## src/rtl/hls_pipe_arbiter_if.sv

```systemverilog
// Handshake bundle between HLS requester FSMs, the round-robin arbiter and the
// shared fixed-latency operator.
interface hls_pipe_arbiter_if #(
   parameter int NREQ  = 4,
   parameter int WIDTH = 32
);
   logic [NREQ-1:0]       req;
   logic [NREQ*WIDTH-1:0] p0_flat;
   logic [NREQ*WIDTH-1:0] p1_flat;
   logic [NREQ-1:0]       grant;
   logic [NREQ-1:0]       ack;
   logic [WIDTH-1:0]      out;
   logic                  busy;
   logic [WIDTH-1:0]      unit_p0;
   logic [WIDTH-1:0]      unit_p1;
   logic [WIDTH-1:0]      unit_out;

   modport master (
      output req, p0_flat, p1_flat, unit_out,
      input  grant, ack, out, busy, unit_p0, unit_p1
   );

   modport slave (
      input  req, p0_flat, p1_flat, unit_out,
      output grant, ack, out, busy, unit_p0, unit_p1
   );
endinterface

```

## src/rtl/hls_pipe_arbiter.sv

```systemverilog
// Round-robin sharing of one fully pipelined operator between NREQ requesters;
// a tag pipeline matching the operator latency routes each result back.
module hls_pipe_arbiter #(
   parameter int NREQ    = 4,
   parameter int WIDTH   = 32,
   parameter int LATENCY = 3
) (
   input  logic              clk,
   input  logic              rst,
   hls_pipe_arbiter_if.slave bus
);
   localparam int IDW = (NREQ > 1) ? $clog2(NREQ) : 1;

   logic [IDW-1:0]     ptr_q, ptr_d;
   logic [IDW-1:0]     sel_idx;
   logic               issue;
   logic [NREQ-1:0]    grant_vec;
   logic [LATENCY-1:0] vld_q;
   logic [IDW-1:0]     id_q [LATENCY];
   logic [NREQ-1:0]    ack_q, ack_d;
   logic [WIDTH-1:0]   out_q;
   logic               busy_q;

   function automatic logic [IDW-1:0] wrap_idx(input int base, input int off);
      int s;
      s = base + off;
      if (s >= NREQ) s = s - NREQ;
      return IDW'(s);
   endfunction

   always_comb begin
      // NOTE: every signal driven here gets a default first, so no path can infer a latch.
      sel_idx   = ptr_q;
      issue     = 1'b0;
      grant_vec = '0;
      ptr_d     = ptr_q;
      ack_d     = '0;
      // Scan from the farthest offset down so the first requester after ptr wins.
      for (int k = NREQ - 1; k >= 0; k--) begin
         if (rst && bus.req[wrap_idx(int'(ptr_q), k)]) begin
            sel_idx = wrap_idx(int'(ptr_q), k);
            issue   = 1'b1;
         end
      end
      if (issue) begin
         grant_vec[sel_idx] = 1'b1;
         ptr_d = (sel_idx == IDW'(NREQ - 1)) ? '0 : sel_idx + IDW'(1);
      end
      if (vld_q[LATENCY-1]) ack_d[id_q[LATENCY-1]] = 1'b1;
   end

   // NOTE: sequential state uses non-blocking assignments so every register samples pre-edge values.
   always_ff @(posedge clk) begin
      if (!rst) begin
         ptr_q  <= '0;
         vld_q  <= '0;
         ack_q  <= '0;
         out_q  <= '0;
         busy_q <= 1'b0;
      end else begin
         ptr_q  <= ptr_d;
         vld_q  <= (vld_q << 1) | LATENCY'(issue);
         ack_q  <= ack_d;
         if (vld_q[LATENCY-1]) out_q <= bus.unit_out;
         // Next-cycle view of the valids plus the ack about to be raised.
         busy_q <= issue | (|vld_q);
      end
   end

   // NOTE: the id pipe carries no reset; an id is only looked at when its valid bit is set.
   always_ff @(posedge clk) begin
      id_q[0] <= sel_idx;
      for (int s = 1; s < LATENCY; s++) id_q[s] <= id_q[s-1];
   end

   assign bus.grant   = grant_vec;
   assign bus.ack     = ack_q;
   assign bus.out     = out_q;
   assign bus.busy    = busy_q;
   assign bus.unit_p0 = bus.p0_flat[int'(sel_idx)*WIDTH +: WIDTH];
   assign bus.unit_p1 = bus.p1_flat[int'(sel_idx)*WIDTH +: WIDTH];
endmodule
```

## src/flat_wrapper.sv

```systemverilog
// flat-port wrapper written by rule: the top's interface ports become plain ports
module hls_pipe_arbiter_flat 
#(
   parameter int NREQ    = 4,
   parameter int WIDTH   = 32,
   parameter int LATENCY = 3
)
  (clk, rst, bus_req, bus_p0_flat, bus_p1_flat, bus_unit_out, bus_grant, bus_ack, bus_out, bus_busy, bus_unit_p0, bus_unit_p1);
  hls_pipe_arbiter_if #(.NREQ(NREQ), .WIDTH(WIDTH)) bus_i ();
  input  logic clk;
  input  logic rst;
  input wire logic [$bits(bus_i.req)-1:0] bus_req;
  input wire logic [$bits(bus_i.p0_flat)-1:0] bus_p0_flat;
  input wire logic [$bits(bus_i.p1_flat)-1:0] bus_p1_flat;
  input wire logic [$bits(bus_i.unit_out)-1:0] bus_unit_out;
  output wire logic [$bits(bus_i.grant)-1:0] bus_grant;
  output wire logic [$bits(bus_i.ack)-1:0] bus_ack;
  output wire logic [$bits(bus_i.out)-1:0] bus_out;
  output wire logic [$bits(bus_i.busy)-1:0] bus_busy;
  output wire logic [$bits(bus_i.unit_p0)-1:0] bus_unit_p0;
  output wire logic [$bits(bus_i.unit_p1)-1:0] bus_unit_p1;
  assign bus_i.req = bus_req;
  assign bus_i.p0_flat = bus_p0_flat;
  assign bus_i.p1_flat = bus_p1_flat;
  assign bus_i.unit_out = bus_unit_out;
  assign bus_grant = bus_i.grant;
  assign bus_ack = bus_i.ack;
  assign bus_out = bus_i.out;
  assign bus_busy = bus_i.busy;
  assign bus_unit_p0 = bus_i.unit_p0;
  assign bus_unit_p1 = bus_i.unit_p1;
  hls_pipe_arbiter #(.NREQ(NREQ), .WIDTH(WIDTH), .LATENCY(LATENCY)) u_core (.clk(clk), .rst(rst), .bus(bus_i));
endmodule
```

## config.mk

```make
export PLATFORM = sky130hd
export DESIGN_NAME = hls_pipe_arbiter_flat
export DESIGN_NICKNAME = d
export VERILOG_FILES = /design/src/rtl/hls_pipe_arbiter_if.sv /design/src/rtl/hls_pipe_arbiter.sv /design/src/flat_wrapper.sv
export SDC_FILE = /design/constraint.sdc
export NUM_CORES = 1
export LEC_CHECK = 0
export ABC_AREA = 1
export BUFFER_PORTS_ARGS = -buffer_cell sky130_fd_sc_hd__buf_2
export CAP_MARGIN = 10
export CORE_AREA = 2 2 156 158
export CTS_CLUSTER_SIZE = 8
export DETAILED_ROUTE_END_ITERATION = 8
export DIE_AREA = 0 0 158 160
export GPL_TIMING_DRIVEN = 1
export PLACE_DENSITY = 0.46
export SLEW_MARGIN = 20
export SYNTH_ARGS = -nofsm -noshare
export SYNTH_HDL_FRONTEND = slang
export SYNTH_SLANG_ARGS = --single-unit
```

## constraint.sdc

```tcl
create_clock -name clk -period 2.2 [get_ports clk]
set_input_delay 0.33 -clock clk [delete_from_list [all_inputs] [get_ports clk]]
set_output_delay 0.33 -clock clk [all_outputs]
set_load 0.02 [all_outputs]
```

==> key figures <==
STA
  • Worst slew pin tran: 0.995 ns
  • PnR worst setup slack: -0.496 ns
  • Worst rel slew slack: 33.6%
  • RSZ-0062 raised after global routing: true
  • Layout Skew: 0.00809 ns
  • Period utilisation layout: 123%
  • Fmax: 0.371 GHz
  • Fin. Hold Viols: 0
  • Final min period: 2.70 ns
  • Final setup fails: 68
  • Max Transition Viols Final: 0

Worst setup path
  • WP data arrival: 2.37 ns
  • CP max stage cell: dfxtp_4
  • FF-to-FF path depth: 14
  • Worst r2r src: u_core.ptr_q[0]
  • Worst EP required: 1.87 ns
  • R2r endpoint: u_core.ptr_q[1]
  • Crit path capture: bus_unit_p1[18]
  • CP Class: reg -> out
  • CP startpoint kind: flop
  • Worst path cell trace: buf_8 -> nand2_4 -> nand2_4 -> nand2_1 -> nand2_2 -> nand3_2 -> nand2_4 -> nand3_4 -> nand2_8 -> clkinv_8 -> buf_12 -> buf_12 -> nand2_1 -> nand2_1 -> nand2_2 -> nand3_2 -> buf_6
  • Critical Path Max Stage Delay: 0.40 ns
  • Worst reg-to-reg setup slack: 0.26 ns
  • Setup crit start: u_core.ptr_q[0]
  • Worst Path Max Fanout: 8
  • CP Capture Type: output pin

Status
  • Status: finished with violations
  • Failing checks: setup timing

Finish
  • Post-route insts no fill: 1520
  • Most frequent cells in the layout: buf_2, nand2_1, nand2_2
  • Most common cell after layout, fill and taps aside: buf_2
  • Nets@finish: 1488
  • Share of layout cells above drive strength 1: 63.5%
  • Layout Area Growth over Synthesis: 123%

Floorplan
  • Row count: 57
  • Initial core utilization: 16.9%
  • I/O Pins: 399
  • Core area: 23800 um2
  • Die Ht: 160 um
  • Chip Width: 158 um
  • Die area: 25300 um2

GRT
  • GRT Overall Usage: 16.8%
  • GR Overflow Total: 0
  • Vias in the first global route: 6146
  • First-pass GRT wire length: 33.1 mm
  • Initial antenna violation count: 3
  • Largest net degree at the start of global routing: 36

Place
  • Pre-CTS WS: -0.347 ns
  • Final RePlAce weighted congestion: 0.902
  • IO buf count: 398
  • DP HPWL: 17.5 mm
  • DP Cell Count: 1464

Yosys
  • Mux share of post-synthesis cell area: 0%
  • Largest family of logic cells by synthesized area: simple AND/OR/NAND/NOR gates
  • Synth area leader: nand2_1
  • XOR/XNOR Fraction of Synth Area: 0%
  • Syn avg cell area: 5.47 um2
  • Post-synth net total: 1028
  • Post-synth cell types: 27
  • Synth Area in Simple Gates: 61.8%
  • Sequential share of the synthesized area: 23.9%
  • Top cell type's share of synthesized area: 37.0%
  • Ranking of synthesized cells by area: nand2_1, dfxtp_1, nand3_1
  • Netlist Area Pre-Place: 4020 um2
  • Yosys reg bits: 48
  • Synth Area in Adders: 0%
  • Yosys Warn Count: 0
  • Post-synthesis compound-gate area fraction: 4.64%
  • Synthesized instance count: 734

Drt
  • Drt first-iter violations: 334
  • Vias post-DR: 6385
  • Routed WL: 24.6 mm
  • DR DRC count: 0
  • Routed len/inst: 16.2 um
  • Remaining antenna violation count: 0
  • Drt first pass iters: 5
  • Via density: 4.20

CTS
  • H-tree depth: 2
  • CTS Buffer Depth: 2
  • Clock root cell: clkbuf_16
  • Hold_buf cts: 0
  • CTS Sinks: 48
  • CTS buffer count: 5
  • Clk Latency, worst-skew pair: 0.28 ns
  • Worst-path clk slew: 0.07 ns
  • CTS tree: yes

Worst hold path
  • HP Class: in -> reg
  • Min-delay src: bus_unit_out[7]

Power and ir drop
  • Pleak: 5.04 nW
  • PwrDens: 1950 nW/um2
  • Worst VDD drop: 0.000976 V

Flow run
  • # Max-Cap Violations: 0
[state kept, by name (all words and copies together) (netlist names)]
signal           cells
u_core.bus.ack       4
u_core.ptr_q         2
u_core.bus.out      32
u_core.vld_q         3
u_core.id_q          6
u_core.bus.busy      1
[cells by family (layout without fill, tap and decap cells)]
| family | count (synthesis) | after routing |
|---|---|---|
| and+or+nand+nor | 589 | 589 |
| buffers and inverters | 62 | 523 |
| DFF | 48 | 48 |
| AOI/OAI and AO/OA | 35 | 35 |
| other | 0 | 1 |
[worst max-delay path, delay by kind of cell (launching register included)]
| kind | cells | cell delay (ns) |
|---|---|---|
| simple gates | 12 | 0.98 |
| flops | 1 | 0.40 |
| buf+inv | 5 | 0.68 |
[where the power goes]
| group | internal [W] | leakage, nW | switching (W) |
|---|---|---|---|
| Clock | 0.000453 | 0.0701 | 0.000306 |
| Combinational | 0.00738 | 4.57 | 0.00823 |
| Sequential | 0.00106 | 0.397 | 0.000106 |
| Total | 0.00890 | 5.04 | 0.00864 |
[cell type report]
| cell class | instances | area, um2 |
|---|---|---|
| Timing Repair Buffer | 494 | 3770 |
| Sequential cell | 48 | 968 |
| Clock inverter | 1 | 7.51 |
| Inverter | 19 | 109 |
| Antenna cell | 1 | 2.50 |
| Tap cell | 324 | 405 |
| Clock buffer | 7 | 143 |
| Timing Repair inverter | 2 | 27.5 |
| Fill cell | 2598 | 14900 |
| Multi-Input combinational cell | 624 | 3540 |
[how the worst min path moves through the flow]
stage                        end  slack (ns)  depth (start not counted)
2_1_floorplan  u_core.id_q[0][2]        0.31                          0
3_3_place_gp   u_core.id_q[0][3]        0.31                          0
3_5_place_dp   u_core.id_q[0][2]        0.31                          0
4_1_cts        u_core.bus.out[3]        0.26                          3
5_1_grt        u_core.bus.out[5]        0.27                          3
6_report       u_core.bus.out[7]        0.27                          3
[layer usage]
| metal | GRT usage, % | wire (um) | vias up |
|---|---|---|---|
| met5 | 0 | 24 | - |
| met4 | 4.95 | 588 | 4 |
| met3 | 3.07 | 1800 | 35 |
| met2 | 29.3 | 12300 | 270 |
| met1 | 20.8 | 9890 | 2874 |
| li1 | - | - | 3202 |
[cell usage after synthesis, drive strengths merged]
| library cell | n |
|---|---|
| nand2 | 435 |
| nand3 | 76 |
| nor2 | 72 |
| dfxtp | 48 |
| buf | 33 |
| o21ai | 33 |
| inv | 19 |
| clkbuf | 10 |
| nor3 | 5 |
| a21oi | 2 |
| nand4 | 1 |
[repair_timing]
| item | CTS | global route |
|---|---|---|
| setup buffers | 19 | 13 |
| gates resized for setup | 248 | 195 |
| endpoints found under the setup margin | 68 | 68 |
| cloned | 7 | 11 |
| pin swaps | 30 | 65 |
[stage by stage]
| stage | total power, W | util, % | setup TNS, ns | hold slack [ns] | instance area [um2] |
|---|---|---|---|---|---|
| after floorplan | 0.00701 | - | 0 | 0.310 | 4020 |
| after global placement | 0.0108 | 27.9 | -14.28 | 0.311 | 6640 |
| after detailed placement | 0.0108 | 27.9 | -16.98 | 0.312 | 6640 |
| after CTS | 0.0152 | 33.5 | -27.00 | 0.262 | 7980 |
| after global routing | 0.0185 | 37.7 | -38.18 | 0.272 | 8970 |
| final | 0.0175 | 37.7 | -29.65 | 0.270 | 8970 |
(Power assumes the default switching activity.)
